## config.mk

```make
export PLATFORM = sky130hd
export DESIGN_NAME = bit_scan_seq
export DESIGN_NICKNAME = d
export VERILOG_FILES = /design/src/rtl/bit_scan_seq.sv
export SDC_FILE = /design/constraint.sdc
export NUM_CORES = 1
export LEC_CHECK = 0
export BUFFER_PORTS_ARGS = -buffer_cell sky130_fd_sc_hd__buf_2
export CAP_MARGIN = 30
export CORE_UTILIZATION = 55
export CTS_CLUSTER_SIZE = 16
export DETAILED_ROUTE_END_ITERATION = 10
export PLACE_DENSITY = 0.76
export SLEW_MARGIN = 20
export SYNTH_ARGS = -nofsm -noshare
export SYNTH_HDL_FRONTEND = slang
export SYNTH_SLANG_ARGS = --single-unit
```

## constraint.sdc

```tcl
create_clock -name clk -period 4.5 [get_ports clk]
set_input_delay 0.225 -clock clk [delete_from_list [all_inputs] [get_ports clk]]
set_output_delay 0.225 -clock clk [all_outputs]
set_load 0.02 [all_outputs]
```

## src/rtl/bit_scan_seq.sv

```systemverilog
// Iterative bit analyser that scans a latched operand STEP bits per cycle.
// It computes popcount, CLZ, CTZ or parity and reports the result with a start/busy/done handshake.
module bit_scan_seq #(
  parameter int WIDTH = 32,
  parameter int STEP  = 4,
  parameter int CW    = $clog2(WIDTH + 1)
) (
  input  logic             clk,
  input  logic             reset,
  input  logic             start,
  input  logic [1:0]       mode,
  input  logic [WIDTH-1:0] a,
  output logic             busy,
  output logic             done,
  output logic [CW-1:0]    result,
  output logic             b
);

  if (WIDTH < 2 || STEP < 1 || (WIDTH % STEP) != 0) begin : g_bad_params
    $error("bit_scan_seq: WIDTH must be >= 2 and divisible by STEP");
  end

  localparam int unsigned N = WIDTH / STEP;

  typedef enum logic [1:0] {IDLE, SCAN, DONE} state_t;
  typedef enum logic [1:0] {OP_POP, OP_CLZ, OP_CTZ, OP_PAR} op_t;

  state_t           state, state_nx;
  op_t              op;
  logic [WIDTH-1:0] opnd;
  logic [CW-1:0]    acc;
  logic [CW-1:0]    idx;

  logic [STEP-1:0]  chunk;
  logic [CW-1:0]    ones, lo_pos, hi_dist;
  logic [CW-1:0]    final_val;
  logic             hit, last, fin, flag;

  // The operand register is shifted each cycle, so the current chunk always
  // sits at the LSB end (popcount/parity/CTZ) or the MSB end (CLZ).
  always_comb begin
    chunk   = (op == OP_CLZ) ? opnd[WIDTH-1 -: STEP] : opnd[STEP-1:0];
    ones    = '0;
    lo_pos  = '0;
    hi_dist = '0;
    for (int unsigned i = 0; i < STEP; i++) begin
      if (chunk[i]) ones = ones + CW'(1);
      if (chunk[i]) hi_dist = CW'(STEP - 1 - i);
      if (chunk[STEP-1-i]) lo_pos = CW'(STEP - 1 - i);
    end
  end

  always_comb begin
    hit  = (op == OP_CLZ || op == OP_CTZ) && (|chunk);
    last = (idx == CW'(N - 1));
    fin  = hit || last;
    case (op)
      OP_CLZ:  final_val = hit ? acc + hi_dist : acc + CW'(STEP);
      OP_CTZ:  final_val = hit ? acc + lo_pos  : acc + CW'(STEP);
      default: final_val = acc + ones;
    endcase
    if (op == OP_CLZ || op == OP_CTZ) flag = (final_val == CW'(WIDTH));
    else                              flag = final_val[0];
  end

  always_ff @(posedge clk or negedge reset) begin
    if (!reset) state <= IDLE;
    else        state <= state_nx;
  end

  always_comb begin
    state_nx = state;
    case (state)
      IDLE:    if (start) state_nx = SCAN;
      SCAN:    if (fin)   state_nx = DONE;
      DONE:    state_nx = start ? SCAN : IDLE;
      default: state_nx = IDLE;
    endcase
  end

  always_comb begin
    busy = (state == SCAN);
    done = (state == DONE);
  end

  always_ff @(posedge clk or negedge reset) begin
    if (!reset) begin
      op     <= OP_POP;
      opnd   <= '0;
      acc    <= '0;
      idx    <= '0;
      result <= '0;
      b      <= 1'b0;
    end else begin
      case (state)
        IDLE, DONE: begin
          if (start) begin
            op   <= op_t'(mode);
            opnd <= a;
            acc  <= '0;
            idx  <= '0;
          end
        end
        SCAN: begin
          if (fin) begin
            result <= final_val;
            b      <= flag;
          end else begin
            acc  <= final_val;
            idx  <= idx + CW'(1);
            opnd <= (op == OP_CLZ) ? (opnd << STEP) : (opnd >> STEP);
          end
        end
        default: ;
      endcase
    end
  end

endmodule

```

* Yosys cells after proc, flatten, opt, wreduce, memory -nomap -nowiden *
Cells that the tools add are included.

storage, ports and cells
  register bits after elaboration = 55
  input port bits = 37
  word-level logic and storage cells = 66

cells by class
  add/sub/neg operators = 8
  eq/ne operators = 10
  multiplexer cells = 30
  reductions and logical operators = 11

operators by type and width
  cell                   number
  $mux W32               3
  $mux W6                12
  $pmux W32 S2           1
  $pmux W6 S2            3
  $add A6 B1 Y6 const B  4
  $add A6 B6 Y6          3
  $mux W2                6
  $add A6 B3 Y6 const B  1
  $eq A6 B3 Y1 const B   1
  $eq A6 B6 Y1 const B   1
  $ne A2 B2 Y1 const B   3
  $pmux W2 S3            1
  $reduce_and A2 Y1      3
  $eq A2 B1 Y1 const B   2
  $eq A2 B2 Y1 const B   2
  $mux W4                1
  $reduce_or A4 Y1       1
  $mux W1                3
  $reduce_and A3 Y1      1
  $logic_not A2 Y1       1
  $logic_or A1 B1 Y1     2
  $ne A2 B1 Y1 const B   1
  $reduce_bool A2 Y1     1
  $reduce_or A2 Y1       1
  $logic_and A1 B1 Y1    1

* Logic depth before layout (Yosys ltp) *
  word-level depth = 13
  gate-level depth with buffers = 21
  gate-level depth less buffers = 18

* Worst setup path before layout *
No wires, ideal clock.

  path type = flip-flop to flip-flop
  start point = reg op[1]
  end point = reg result[5]
  library setup time = 0.125 ns
  data arrival time = 3.981 ns
  data required time = 4.375 ns
  path slack = 0.394 ns
  stages on the path, launching flop included = 19
  path buffers = 3
  clock period less this slack = 4.106 ns
  cell sequence = dfrtp_1 > inv_1 > ha_1 > buf_6 > buf_2 > buf_1 > mux2i_1 > ha_1 > xor2_1 > ha_1 > nand2b_1 > xnor2_1 > ha_1 > a21oi_1 > a21boi_1 > o21ai_0 > xor2_1 > a21oi_1 > mux2_2

between the ends
  cells in the longest elaborated chain, start to end = 11

RTL lines
  what                    line        source
  from (decl)             29          op_t op;
  from (signal assigned)  98          op <= op_t'(mode);
  $eq A2 B1 Y1            42, 54, 57
  $mux W4                 42          chunk = (op == OP_CLZ) ? opnd[WIDTH-1 -: STEP] : opnd[STEP-1:0];
  $mux W1                 47          if (chunk[i]) ones = ones + CW'(1);
  $add A6 B1 Y6           47
  $mux W6                 47
  $add A6 B1 Y6           47
  $mux W6                 47
  $add A6 B1 Y6           47
  $mux W6                 47
  $add A6 B6 Y6           60          default: final_val = acc + ones;
  $pmux W6 S2             57          case (op)
  to (signal assigned)    106         result <= final_val;
  to (decl)               15          output logic [CW-1:0] result,

Parallel ways exist; a longest one is shown, timed or not.
A chain may end at the register's enable or synchronous reset.

* Final worst setup path *
Same ends and word-level chain as after synthesis.

==> impl_metrics.json <==
{
  "finalSetupViolations": 0,
  "hold_path.class": "in2async",
  "clk_pin_slew_ps": 100,
  "synth_area_per_cell_sq_um": 8.52,
  "tns_ps": 0,
  "yosys.area_share.xor_xnor_pct": 2.67,
  "synth_top_family_by_area": "compound AO/OA/AOI/OAI gates",
  "worstSkewPairLatency_ps": 310,
  "nFillCells": 561,
  "hpwl_um": 5920,
  "layout_common_cells": "56 x nand2_1, 55 x dfrtp_1, 45 x buf_2",
  "crit_required_ps": 4700,
  "areaGrowthSynthToFinish_pct": 10.6,
  "drt_iter0_drc": 309,
  "finalHoldViolations": 0,
  "drtPass1Iterations": 5,
  "cp_common_cell": "ha_1",
  "drive_gt1_share_pct": 15.8,
  "status": "finished clean",
  "grt_usage_pct": 25.7,
  "die_h_um": 83.0,
  "drc": 0,
  "crit_type": "reg2reg",
  "cts-resized-gates": 0,
  "fin_nets": 513,
  "grt_pass1_wl_um": 14300,
  "slew_violations": 0,
  "start_util_pct": 56.8,
  "netlist_instances": 423,
  "wl_per_cell_um": 15.6,
  "wirelength_um": 8280,
  "post_cts_buffers": 0,
  "fin_util_pct": 62.8,
  "vias_per_cell": 5.70,
  "ys_warn_count": 0,
  "die_w_um": 83.0,
  "grt-ovfl-total": 0,
  "clockBufferDepth": 2,
  "synth-adder-area-share_pct": 8.26,
  "critPathMaxStageDelay_ps": 480,
  "synth_fp_nets": 482,
  "antenna_cells": 0,
  "placement_rows": 29,
  "worstPathCellList": "inv_1, ha_2, mux2i_1, ha_1, xor2_1, ha_1, nand2b_1, xnor2_1, ha_1, a21oi_1, a21boi_1, o21ai_0, xor2_1, a21oi_1, mux2_2",
  "crit-reg2reg-launch": "op[1]$_DFFE_PN0P_",
  "ys_seq_area_share_pct": 38.2,
  "routabilityCongestion": 0.905,
  "grt_pass1_vias": 2914,
  "finalPower_w": 0.00337,
  "period_minus_slack_ps": 3990,
  "htreeDepth": 2,
  "syn_area_sq_mm": 0.00360,
  "num_vias": 3032,
  "synth_compound_area_share_pct": 19.2,
  "critical_path.slowest_cell": "mux2i_1",
  "maxSlewHeadroom_pct": 52.1,
  "rr_worst_depth": 15,
  "async_flop_share_pct": 100,
  "synthFlopType": "dfrtp_1",
  "cp.arrival_ps": 4190,
  "cts_made_buffers": 5,
  "min_period_over_period_pct": 88.6,
  "cp-start-kind": "register",
  "r2r_slack_ps": 510,
  "synth_edf_count": 0,
  "crit_fanout": 8,
  "final_common_cell": "nand2_1",
  "endpoint_kind": "register",
  "dieArea_sq_mm": 0.00688,
  "ant_nets": 0,
  "root_buffer": "clkbuf_8",
  "grt_antenna_before_repair": 0,
  "synthSimpleGateAreaFrac_pct": 16.7,
  "core-area_sq_mm": 0.00635,
  "ys_seq_elements": 55,
  "cts_tree": "yes",
  "tightest_slew_ps": 719,
  "muxShareOfSynthArea_pct": 9.13,
  "ir_drop_uv": 479,
  "grt_max_degree": 57,
  "rsz0062_at_grt": "no",
  "fin_worst_skew_ps": 7.65,
  "synth_cell_types": 54,
  "power.density_mw_per_mm2": 846,
  "drv_cap": 0,
  "portBuffers": 45,
  "ios": 46,
  "worstReg2RegEnd": "result[5]$_DFFE_PN0P_",
  "clock-sinks": 55,
  "cts_hold_buf": 0,
  "fmax_ghz": 0.251,
  "p_leak_nw": 1.89
}
through the flow:
step | area (sq um) | instances | setup slack [ps] | hold slack (ps)
after global routing | 3990 | 532 | 73.9 | 96.4
after global placement | 3850 | 522 | 728 | 405
after CTS | 3960 | 530 | 507 | 65.7
final | 3990 | 532 | 514 | 31.5
after detailed placement | 3850 | 522 | 528 | 407
after floorplan | 3600 | 423 | 394 | -70.6
cell type report:
class | count | area (sq um) | area share, %
timing repair buffer | 53 | 298 | 7.47
clock buffer | 7 | 96.3 | 2.42
clock inverter | 1 | 7.51 | 0.188
multi-input combinational | 318 | 2030 | 51.0
tap | 77 | 96.3 | 2.42
inverter | 21 | 78.8 | 1.98
sequential | 55 | 1380 | 34.5
sequential cells by signal, indices dropped and copies added, names as in the netlist:
signal  count
opnd       32
acc         6
idx         6
result      6
op          2
state       2
b           1
how the worst max path moves through the flow:
stage / start / end / cells after the start
finish: op[1]$_DFFE_PN0P_ / result[5]$_DFFE_PN0P_ / 15
global route: op[1]$_DFFE_PN0P_ / result[5]$_DFFE_PN0P_ / 15
CTS: op[1]$_DFFE_PN0P_ / result[5]$_DFFE_PN0P_ / 15
detailed placement: op[1]$_DFFE_PN0P_ / result[5]$_DFFE_PN0P_ / 15
global placement: op[1]$_DFFE_PN0P_ / result[5]$_DFFE_PN0P_ / 15
floorplan: op[1]$_DFFE_PN0P_ / result[5]$_DFFE_PN0P_ / 18
cells in the mapped netlist, drive strengths merged, types with 6 or more instances:
cell | count | area share (%)
nand2 | 56 | 5.8
dfrtp | 55 | 38
buf | 9 | 1.5
ha | 19 | 6.6
xor2 | 8 | 1.9
mux2i | 29 | 8.5
nand3 | 12 | 1.8
and3 | 6 | 1.0
inv | 21 | 2.2
nor2 | 38 | 4.0
o21ai | 44 | 6.1
clkbuf | 20 | 2.1
a21oi | 43 | 6.0
critical path: cells and delay by family, from the launching register on:
kind	cells	cell delay [ps]
compound gates	4	650
xor+xnor	3	710
fa+ha+maj	4	1160
buf+inv	1	80
flops	1	400
mux	2	770
simple gates	1	80
power breakdown:
group,total (W),internal [W],leakage [nW],switching (W)
Sequential,0.000927,0.000713,0.702,0.000214
Clock,0.000304,0.000140,0.0505,0.000163
Combinational,0.00214,0.000835,1.14,0.00131
metal layers:
layer	track usage, %	up-vias	wire length [um]
met4	7.68	0	140
met2	38.8	86	3800
li1	-	1528	-
met3	4.17	15	384
met5	0	-	0
met1	38.2	1403	3950
kinds of logic after synthesis:
| group | Yosys count |
|---|---|
| other cells | 1 |
| mux | 31 |
| xor+xnor | 11 |
| compound gates | 118 |
| buf+inv | 50 |
| simple gates | 135 |
| fa+ha+maj | 22 |
| flops | 55 |
(Power assumes the default switching activity.)
